<file path="config.mk">
export PLATFORM = sky130hd
export DESIGN_NAME = jtvigil_vtgen
export DESIGN_NICKNAME = d
export VERILOG_FILES = /design/src/rtl/jtvigil_video_pkg.sv /design/src/rtl/jtvigil_vtgen_dly.sv /design/src/rtl/jtvigil_vtgen.sv
export SDC_FILE = /design/constraint.sdc
export NUM_CORES = 1
export LEC_CHECK = 0
export ABC_AREA = 0
export BUFFER_PORTS_ARGS = -buffer_cell sky130_fd_sc_hd__buf_2
export CAP_MARGIN = 25
export CORE_UTILIZATION = 55
export DETAILED_ROUTE_END_ITERATION = 6
export GPL_ROUTABILITY_DRIVEN = 0
export GPL_TIMING_DRIVEN = 0
export PLACE_DENSITY = 0.91
export SYNTH_ARGS = -nofsm -noshare
export SYNTH_HDL_FRONTEND = slang
export SYNTH_SLANG_ARGS = --single-unit
</file>
<file path="constraint.sdc">
create_clock -name clk -period 2.65 [get_ports clk]
set_clock_uncertainty 0.05 [all_clocks]
set_input_delay 0.265 -clock clk [delete_from_list [all_inputs] [get_ports clk]]
set_output_delay 0.265 -clock clk [all_outputs]
set_load 0.01 [all_outputs]
</file>
<file path="src/rtl/jtvigil_video_pkg.sv">
// Default Vigilante video timing constants and the frame-mode type.
// Shared by the timing generator and anything that needs its limits.
package jtvigil_video_pkg;

  localparam int VIGIL_CENDIV   = 8;
  localparam int VIGIL_HW       = 9;
  localparam int VIGIL_VW       = 9;
  localparam int VIGIL_H_LAST   = 383;
  localparam int VIGIL_HB_START = 255;
  localparam int VIGIL_HB_END   = 383;
  localparam int VIGIL_HS_START = 304;
  localparam int VIGIL_HS_END   = 336;
  localparam int VIGIL_V_LAST   = 279;
  localparam int VIGIL_V_LAST1  = 262;
  localparam int VIGIL_VB_START = 255;
  localparam int VIGIL_VB_END   = 279;
  localparam int VIGIL_VS_START = 260;
  localparam int VIGIL_VS_LEN   = 3;
  localparam int VIGIL_BLK_DLY  = 2;

  // MODE55 uses the taller frame (V_LAST), MODE60 the shorter one (V_LAST1).
  typedef enum logic {
    MODE55 = 1'b0,
    MODE60 = 1'b1
  } mode_t;

endpackage

</file>
<file path="src/rtl/jtvigil_vtgen_dly.sv">
// Clock-enabled shift register used to delay blanking signals by whole pixels.
// Ports:
//   clk   in  master clock
//   rst_n in  asynchronous active-low reset, presets every stage to 1
//   cen   in  shift enable (pixel clock enable)
//   din   in  signal to delay
//   dout  out din delayed by DEPTH enabled cycles (din itself when DEPTH=0)
module jtvigil_vtgen_dly #(
  parameter int DEPTH = 2
) (
  input  logic clk,
  input  logic rst_n,
  input  logic cen,
  input  logic din,
  output logic dout
);

  generate
    if (DEPTH == 0) begin : g_pass
      // No delay requested: clock, reset and enable are not needed.
      logic unused;
      assign unused = clk ^ rst_n ^ cen;
      assign dout   = din;
    end else begin : g_sr
      logic [DEPTH-1:0] sr;

      // Blanking is inactive-high, so presetting to 1 keeps the delayed
      // copies inactive until real data has shifted through.
      always_ff @(posedge clk or negedge rst_n) begin
        if (!rst_n) begin
          sr <= '1;
        end else if (cen) begin
          sr <= DEPTH'({sr, din});
        end
      end

      assign dout = sr[DEPTH-1];
    end
  endgenerate

endmodule

</file>
<file path="src/rtl/jtvigil_vtgen.sv">
// Video timing generator: pixel clock-enable divider, H/V counters,
// blanking, sync and delayed blanking, with a runtime 55/60 Hz frame select.
// Ports:
//   clk       in  master clock
//   rst_n     in  asynchronous active-low reset
//   mode      in  frame height select, taken at frame start only
//   pxl_cen   out one clk pulse every CENDIV clks
//   pxl2_cen  out one clk pulse every CENDIV/2 clks
//   H         out horizontal count
//   vdump     out line being displayed
//   vrender   out next line (vdump+1, wrapping after the active last line)
//   Hinit     out high while H==H_LAST
//   Vinit     out high while H==H_LAST on the last line of the frame
//   LHBL/LVBL out horizontal/vertical blank, active low
//   HS/VS     out horizontal/vertical sync, active high
//   LHBL_dly  out LHBL delayed BLK_DLY pixels
//   LVBL_dly  out LVBL delayed BLK_DLY pixels
//   field     out toggles at every frame start
module jtvigil_vtgen
  import jtvigil_video_pkg::*;
#(
  parameter int CENDIV   = VIGIL_CENDIV,
  parameter int HW       = VIGIL_HW,
  parameter int VW       = VIGIL_VW,
  parameter int H_LAST   = VIGIL_H_LAST,
  parameter int HB_START = VIGIL_HB_START,
  parameter int HB_END   = VIGIL_HB_END,
  parameter int HS_START = VIGIL_HS_START,
  parameter int HS_END   = VIGIL_HS_END,
  parameter int V_LAST   = VIGIL_V_LAST,
  parameter int V_LAST1  = VIGIL_V_LAST1,
  parameter int VB_START = VIGIL_VB_START,
  parameter int VB_END   = VIGIL_VB_END,
  parameter int VS_START = VIGIL_VS_START,
  parameter int VS_LEN   = VIGIL_VS_LEN,
  parameter int BLK_DLY  = VIGIL_BLK_DLY
) (
  input  logic          clk,
  input  logic          rst_n,
  input  logic          mode,
  output logic          pxl_cen,
  output logic          pxl2_cen,
  output logic [HW-1:0] H,
  output logic [VW-1:0] vdump,
  output logic [VW-1:0] vrender,
  output logic          Hinit,
  output logic          Vinit,
  output logic          LHBL,
  output logic          LVBL,
  output logic          HS,
  output logic          VS,
  output logic          LHBL_dly,
  output logic          LVBL_dly,
  output logic          field
);

  localparam int CW       = $clog2(CENDIV);
  localparam int VS_END_I = VS_START + VS_LEN;

  localparam logic [CW-1:0] CNT_LAST  = CW'(CENDIV - 1);
  localparam logic [CW-1:0] HALF_MASK = CW'(CENDIV / 2 - 1);

  localparam logic [HW-1:0] H_LAST_C   = HW'(H_LAST);
  localparam logic [HW-1:0] H_PRE_C    = HW'(H_LAST - 1);
  localparam logic [HW-1:0] HB_START_C = HW'(HB_START);
  localparam logic [HW-1:0] HB_END_C   = HW'(HB_END);
  localparam logic [HW-1:0] HS_START_C = HW'(HS_START);
  localparam logic [HW-1:0] HS_END_C   = HW'(HS_END);

  localparam logic [VW-1:0] V_LAST_C   = VW'(V_LAST);
  localparam logic [VW-1:0] V_LAST1_C  = VW'(V_LAST1);
  localparam logic [VW-1:0] VB_START_C = VW'(VB_START);
  localparam logic [VW-1:0] VB_END_C   = VW'(VB_END);
  localparam logic [VW-1:0] VS_START_C = VW'(VS_START);

  // Parameter sanity checks, reported at elaboration.
  generate
    if (CENDIV < 2 || (CENDIV & (CENDIV - 1)) != 0) begin : g_bad_cendiv
      $error("jtvigil_vtgen: CENDIV must be a power of two >= 2");
    end
    if (H_LAST < 1 || H_LAST >= (1 << HW) || HB_START >= (1 << HW) ||
        HB_END >= (1 << HW) || HS_START >= (1 << HW) || HS_END >= (1 << HW)) begin : g_bad_h
      $error("jtvigil_vtgen: horizontal parameter does not fit in HW bits");
    end
    if (V_LAST >= (1 << VW) || V_LAST1 >= (1 << VW) || VB_START >= (1 << VW) ||
        VB_END >= (1 << VW) || VS_START >= (1 << VW) || VS_END_I >= (1 << VW)) begin : g_bad_v
      $error("jtvigil_vtgen: vertical parameter does not fit in VW bits");
    end
  endgenerate

  logic [CW-1:0] cnt;
  logic [CW-1:0] cnt_nxt;
  mode_t         act_mode;
  logic [VW-1:0] act_last;
  logic [VW-1:0] vb_end_eff;
  logic [VW-1:0] vs_clr;
  logic [VW-1:0] v_nxt;

  // The enables are registered from the next count so that they are high
  // exactly while cnt sits at its terminal value.
  always_comb begin
    cnt_nxt = cnt + CW'(1);
  end

  always_ff @(posedge clk or negedge rst_n) begin
    if (!rst_n) begin
      cnt      <= '0;
      pxl_cen  <= 1'b0;
      pxl2_cen <= 1'b0;
    end else begin
      cnt      <= cnt_nxt;
      pxl_cen  <= (cnt_nxt == CNT_LAST);
      pxl2_cen <= ((cnt_nxt & HALF_MASK) == HALF_MASK);
    end
  end

  // Frame-dependent limits. If the sync end line lies past the end of the
  // shorter frame, it wraps into the next frame so the pulse keeps its
  // length instead of sticking high.
  always_comb begin
    act_last   = (act_mode == MODE60) ? V_LAST1_C : V_LAST_C;
    vb_end_eff = (VB_END_C < act_last) ? VB_END_C : act_last;
    if (VS_END_I > int'(act_last)) begin
      vs_clr = VW'(VS_END_I - int'(act_last) - 1);
    end else begin
      vs_clr = VW'(VS_END_I);
    end
    v_nxt = (vdump == act_last) ? '0 : vdump + VW'(1);
  end

  // Timing state. Within each pair the set is written last so that it
  // wins when a set and a clear land on the same count.
  always_ff @(posedge clk or negedge rst_n) begin
    if (!rst_n) begin
      H        <= '0;
      vdump    <= '0;
      vrender  <= VW'(1);
      Hinit    <= 1'b0;
      Vinit    <= 1'b0;
      LHBL     <= 1'b1;
      LVBL     <= 1'b1;
      HS       <= 1'b0;
      VS       <= 1'b0;
      act_mode <= MODE55;
      field    <= 1'b0;
    end else if (pxl_cen) begin
      H     <= (H == H_LAST_C) ? '0 : H + HW'(1);
      Hinit <= (H == H_PRE_C);
      Vinit <= (H == H_PRE_C) && (vdump == act_last);

      if (H == HB_START_C) LHBL <= 1'b0;
      if (H == HB_END_C)   LHBL <= 1'b1;
      if (H == HS_END_C)   HS   <= 1'b0;
      if (H == HS_START_C) HS   <= 1'b1;

      if (H == H_LAST_C) begin
        vdump   <= v_nxt;
        vrender <= (v_nxt == act_last) ? '0 : v_nxt + VW'(1);
        if (v_nxt == VB_START_C) LVBL <= 1'b0;
        if (v_nxt == vb_end_eff) LVBL <= 1'b1;
      end

      if (H == HS_START_C) begin
        if (vdump == vs_clr)     VS <= 1'b0;
        if (vdump == VS_START_C) VS <= 1'b1;
      end

      // Vinit is high on the wrap pixel, so the new mode only ever affects
      // the frame that is just starting.
      if (Vinit) begin
        act_mode <= mode ? MODE60 : MODE55;
        field    <= ~field;
      end
    end
  end

  jtvigil_vtgen_dly #(.DEPTH(BLK_DLY)) u_hbl_dly (
    .clk  (clk),
    .rst_n(rst_n),
    .cen  (pxl_cen),
    .din  (LHBL),
    .dout (LHBL_dly)
  );

  jtvigil_vtgen_dly #(.DEPTH(BLK_DLY)) u_vbl_dly (
    .clk  (clk),
    .rst_n(rst_n),
    .cen  (pxl_cen),
    .din  (LVBL),
    .dout (LVBL_dly)
  );

endmodule
</file>
==> impl_metrics.ini, run 1 <==
[global_route]
grt_usage_pct = 25.4
grt_pass1_vias = 1797
grt_pass1_wl_um = 8410
gr-total-overflow = 0
grt_max_degree = 45
antenna_found_initial = 0

[cells_and_area]
final_cell_mix = 44 x buf_2, 37 x dfrtp_1, 35 x nand2_1
nNetsFinal = 307
multiInputGateArea_um2 = 1130
fin_util_pct = 70.7
n_fill_cell = 293
final_common_cell = buf_2
antenna_cells = 0
seq_area_um2 = 1110
stdcell_count = 347
syn_to_final_growth_pct = 22.7
drive_gt1_share_pct = 31.3

[logic_synthesis]
synth_area_um2 = 2320
ys_seq_elements = 44
synth_top_family_by_area = simple AND/OR/NAND/NOR gates
synth_fa_ha_area_share_pct = 4.31
yosysTopAreaCell = dfrtp_1
syn_inst = 238
netlist_top_cells_area = dfrtp_1 40%, dfstp_2 7.9%, nand2_1 5.7%, ha_1 4.3%, xnor2_1 4.2%
synth_top_area_share_pct = 39.9
synth_fp_nets = 249
ys_seq_area_share_pct = 47.8
synth_compound_area_share_pct = 12.1
synth-edff-count = 0
yosysWarnings = 0
yosysUniqueCellTypes = 48
avgSynthCellArea_um2 = 9.75
synth_top_flop_cell = dfrtp_1
async_flop_share_pct = 100
synth_xor_area_share_pct = 7.55
synth.mux.area_fraction_pct = 3.34
synth_simple_gate_area_share_pct = 20.1

[clock_tree]
cts_sinks = 44
numCtsBuffers = 5
clkSlewWorstSetupHoldPaths_ns = 0.09
cts_tree = built
clk_path_buf_depth = 2
clock-root-buffer = clkbuf_8
cts-htree-levels = 2
clk_latency_ns = 0.31

[sta]
relSlewSlack_pct = 65.3
hold_viol = 0
finalCritPeriodShare_pct = 101
setup_slack_ns = -0.0225
worst_hold_slack_ns = 0.151
fin_crit_ns = 2.67
tightest_slew_ns = 0.516
slew_violations = 0
timing.fmax_ghz = 0.374
setup_viol = 1

[pwr]
irDropWorstVdd_v = 0.000316
power_density_nw_per_um2 = 440
power.leakage_uw = 0.00138

[setup_path]
reg2reg_slack_ns = -0.02
worstSetupPathType = flip-flop to flip-flop
critPathArrivalTime_ns = 2.87
crit_required_ns = 2.85
path_max_fanout = 6
crit_path_end_kind = flip-flop
cp-start-kind = flip-flop

[die]
die_y_um = 67.0
start_util_pct = 57.6
coreArea_um2 = 4030
io_pins = 41
fp.dieArea_um2 = 4480
fp-row-count = 23
die_w_um = 67.0

[drt]
wire_per_inst_um = 16.0
viasPerCell = 5.84
drc = 0
vias = 2025
drtAntennaViolNets = 0
drtPass1Iterations = 5
first_iter_violations = 190
wirelength_um = 5560

[place]
dp_hpwl_um = 3510
dp_slack_ns = -0.129
port_buffers = 40
dp_cells = 328

[status]
violations = setup timing
outcome = finished with violations

[flow_run]
cap_violations = 0

[min_path]
hold_path_class = input port to flip-flop
[cell type report]
| type | count | area share [%] |
|---|---|---|
| clock buffer | 6 | 2.90 |
| multi-input combinational | 171 | 39.7 |
| buffer | 13 | 3.07 |
| inverter | 10 | 1.32 |
| sequential | 44 | 39.0 |
| timing repair buffer | 51 | 10.5 |
| tap | 50 | 2.20 |
| clock inverter | 2 | 1.36 |
[cell families (layout without fill, tap and decap cells)]
logic type | Yosys count | count (layout)
multiplexers | 7 | 7
AO/OA/AOI/OAI | 43 | 43
XOR/XNOR | 20 | 20
flip-flops | 44 | 44
AND/OR/NAND/NOR | 93 | 93
buffers and inverters | 23 | 82
adder cells (fa/ha/maj) | 8 | 8
[power by group]
| group | internal (µW) | leakage (µW) | switching [µW] |
|---|---|---|---|
| Sequential | 672 | 0.000573 | 1.23 |
| Clock | 308 | 0.0000614 | 250 |
| Combinational | 6.52 | 0.000749 | 15.0 |
[path summary, 6_finish.rpt]
path,startpoint,to,cells past startpoint
hold / removal,mode,act_mode,2
setup / recovery,vdump[6],vrender[8],12
setup reg to reg,vdump[6],vrender[8],12
hold reg to reg,cnt[2],cnt[2],1
max in group asynchronous,rst_n,u_vbl_dly.g_sr.sr[1],3
min in group asynchronous,rst_n,H[4],2
[synthesized netlist by cell type, drive strengths merged, types with 2 or more instances]
master and number:
nand2 35, nand2b 4, nor2 13, nor2b 2, o22ai 3, nor3 5
o31ai 7, mux2 6, clkbuf 2, xnor2 11, nor4 2, nand4 6
and3 3, dfrtp 37, o21ai 22, nand3 10, a21oi 3, ha 8
dfstp 7, xor2 9, inv 10, buf 11, and2 5
[layer usage]
metal	up-vias	track usage (%)	part of all wire (%)
met2	86	40.7	51
met5	-	0	0
met1	988	31.0	41
li1	938	-	-
met3	13	8.39	6.7
met4	0	10.6	1.7
[metrics by stage]
stage | instance area (µm²) | power, µW | TNS [ns]
final | 2850 | 1250 | -0.0225
after global routing | 2850 | 1280 | -0.199
after CTS | 2730 | 1250 | 0
after detailed placement | 2580 | 703 | -0.276
after global placement | 2580 | 703 | -0.0211
after floorplan | 2320 | 688 | 0
[critical path, cell delays in order (launching register included)]
cell	delay [ns]
dfrtp_1	0.40
buf_6	0.14
nor4_4	0.31
nand4_1	0.16
nor2b_1	0.19
buf_4	0.18
nor2b_2	0.06
ha_2	0.20
nor4b_2	0.15
a31o_2	0.26
nand4_1	0.18
and3b_1	0.19
o22a_1	0.13
[flip-flops by register name, indices dropped and copies added (netlist names)]
name	flops
H	9
HS	1
Hinit	1
LHBL	1
LVBL	1
VS	1
Vinit	1
act_mode	1
cnt	3
field	1
pxl2_cen	1
pxl_cen	1
u_hbl_dly.g_sr.sr	2
u_vbl_dly.g_sr.sr	2
vdump	9
vrender	9
[repair_timing]
item,in CTS,in global routing
pin swaps,0,5
hold buffers,0,1
gates resized for setup,6,10
endpoints found under the setup margin,3,4
endpoints found under the hold margin,0,37
buffers inserted,0,9
Power figures use the tool's default switching activity.
==> run 2: changes to the inputs <==
Settings changed: CORE_UTILIZATION 55 to 42, PLACE_DENSITY 0.91 to 0.75.
==> run 2 against run 1 <==
Worst setup slack better by 0.19 ns. Combinational power down 2%. Routed wire length down 6.9%. The flow now finishes without violations. Clock power down 19%. Final area down 1.7%. Flip-flop and latch count unchanged. Highest routed layer unchanged. Via count down 5.4%. Critical endpoint unchanged. Worst hold slack worse by 0.0019 ns.
==> impl_metrics.ini, run 2 (synthesized netlist as in run 1, its figures left out) <==
[status]
outcome = finished, final reports clean

[global_route]
grt_pass1_vias = 1794
grt_pass1_wl_um = 8510
grt_max_degree = 45
grt_usage_pct = 18.5
antenna_found_initial = 0
gr-total-overflow = 0

[sta]
hold_viol = 0
finalCritPeriodShare_pct = 93.5
timing.setup.tns_ns = 0
relSlewSlack_pct = 67.2
setup_viol = 0
fin_crit_ns = 2.48
timing.fmax_ghz = 0.404
slew_violations = 0
rsz0062_at_grt = false
tightest_slew_ns = 0.492

[clock_tree]
clk_path_buf_depth = 2
numCtsBuffers = 5
cts-htree-levels = 2
clock-root-buffer = clkbuf_8
clk_latency_ns = 0.31
cts_sinks = 44
cts_tree = built
clkSlewWorstSetupHoldPaths_ns = 0.08

[setup_path]
crit_path_end_kind = flip-flop
path_max_fanout = 10
cp-start-kind = flip-flop
critPathArrivalTime_ns = 2.63
reg2reg_slack_ns = 0.17
worstSetupPathType = flip-flop to flip-flop
crit_required_ns = 2.80

[min_path]
hold_path_class = input port to flip-flop

[cells_and_area]
syn_to_final_growth_pct = 20.7
stdcell_count = 361
antenna_cells = 0
drive_gt1_share_pct = 29.9
nNetsFinal = 301
final_common_cell = buf_2
final_cell_mix = 45 x buf_2, 36 x dfrtp_1, 35 x nand2_1
reg_top3 = H: 9 flops, vdump: 9 flops, vrender: 9 flops

[die]
die_y_um = 76.3
start_util_pct = 44.6
fp.dieArea_um2 = 5830
io_pins = 41
fp-row-count = 26
die_w_um = 76.3
coreArea_um2 = 5200

[drt]
wire_per_inst_um = 14.3
wirelength_um = 5180
drc = 0
drtPass1Iterations = 5
vias = 1915
viasPerCell = 5.30
drtAntennaViolNets = 0
first_iter_violations = 139

[place]
port_buffers = 40
dp_hpwl_um = 3560
dp_cells = 348

[flow_run]
cap_violations = 0

[pwr]
irDropWorstVdd_v = 0.000363
power.leakage_uw = 0.00133
power_density_nw_per_um2 = 409
## run 2: final cells by class
| type | count | area, µm² |
|---|---|---|
| well taps | 70 | 87.6 |
| clock inverters | 2 | 15.0 |
| plain buffers | 13 | 81.3 |
| flip-flops and latches | 44 | 1110 |
| fillers | 496 | 2400 |
| multi-input cells | 171 | 1130 |
| repair buffers | 45 | 253 |
| clock buffers | 6 | 82.6 |
| inverters | 10 | 37.5 |
## run 2: stage by stage
stage / hold slack [ns] / power [µW] / worst slack, ns / util, % / cell area, µm²
3_3_place_gp: 0.378 / 703 / -0.0369 / 50.1 / 2610
2_1_floorplan: -0.0806 / 688 / 0.171 / - / 2320
5_1_grt: 0.130 / 1190 / 0.00467 / 53.8 / 2800
3_5_place_dp: 0.388 / 704 / -0.0580 / 50.1 / 2610
6_report: 0.149 / 1150 / 0.172 / 53.8 / 2800
4_1_cts: 0.0933 / 1160 / 0.0132 / 52.2 / 2720
## run 2: what timing repair did
item	4_1_cts	5_1_grt
buffers inserted	0	3
gates resized for setup	2	12
endpoints found under the setup margin	3	4
endpoints found under the hold margin	0	10
hold buffers	0	1
pin swaps	0	1
## run 2: critical path, cell delays in order, from the launching register on
cell and delay (ns):
dfrtp_1 0.45, buf_4 0.20, inv_1 0.06, ha_1 0.31, nor2b_4 0.15, ha_2 0.20, nor4b_2 0.18, a31o_2 0.18
nand4_1 0.18, and3b_1 0.24, o22a_1 0.17
## run 2: path summary, 6_finish.rpt
check                      cells after the start                    to      from
min                                            2              act_mode      mode
min in group asynchronous                      2            vrender[1]     rst_n
max                                           10            vrender[8]  vdump[0]
min reg2reg                                    1                cnt[0]    cnt[0]
max reg2reg                                   10            vrender[8]  vdump[0]
max in group asynchronous                      3  u_vbl_dly.g_sr.sr[0]     rst_n
## run 2: where the power goes
part / internal [µW] / leakage, µW / switching [µW]
sequential: 672 / 0.000571 / 1.34
combinational: 6.37 / 0.000717 / 14.6
clock: 211 / 0.0000434 / 242
total: 890 / 0.00133 / 258
## run 2: metal layers
| metal | vias up | GRT usage (%) | wire, µm |
|---|---|---|---|
| li1 | 923 | - | - |
| met1 | 918 | 24.3 | 2400 |
| met2 | 62 | 29.4 | 2370 |
| met3 | 12 | 4.79 | 307 |
| met4 | 0 | 7.12 | 106 |
| met5 | - | 0 | 0 |
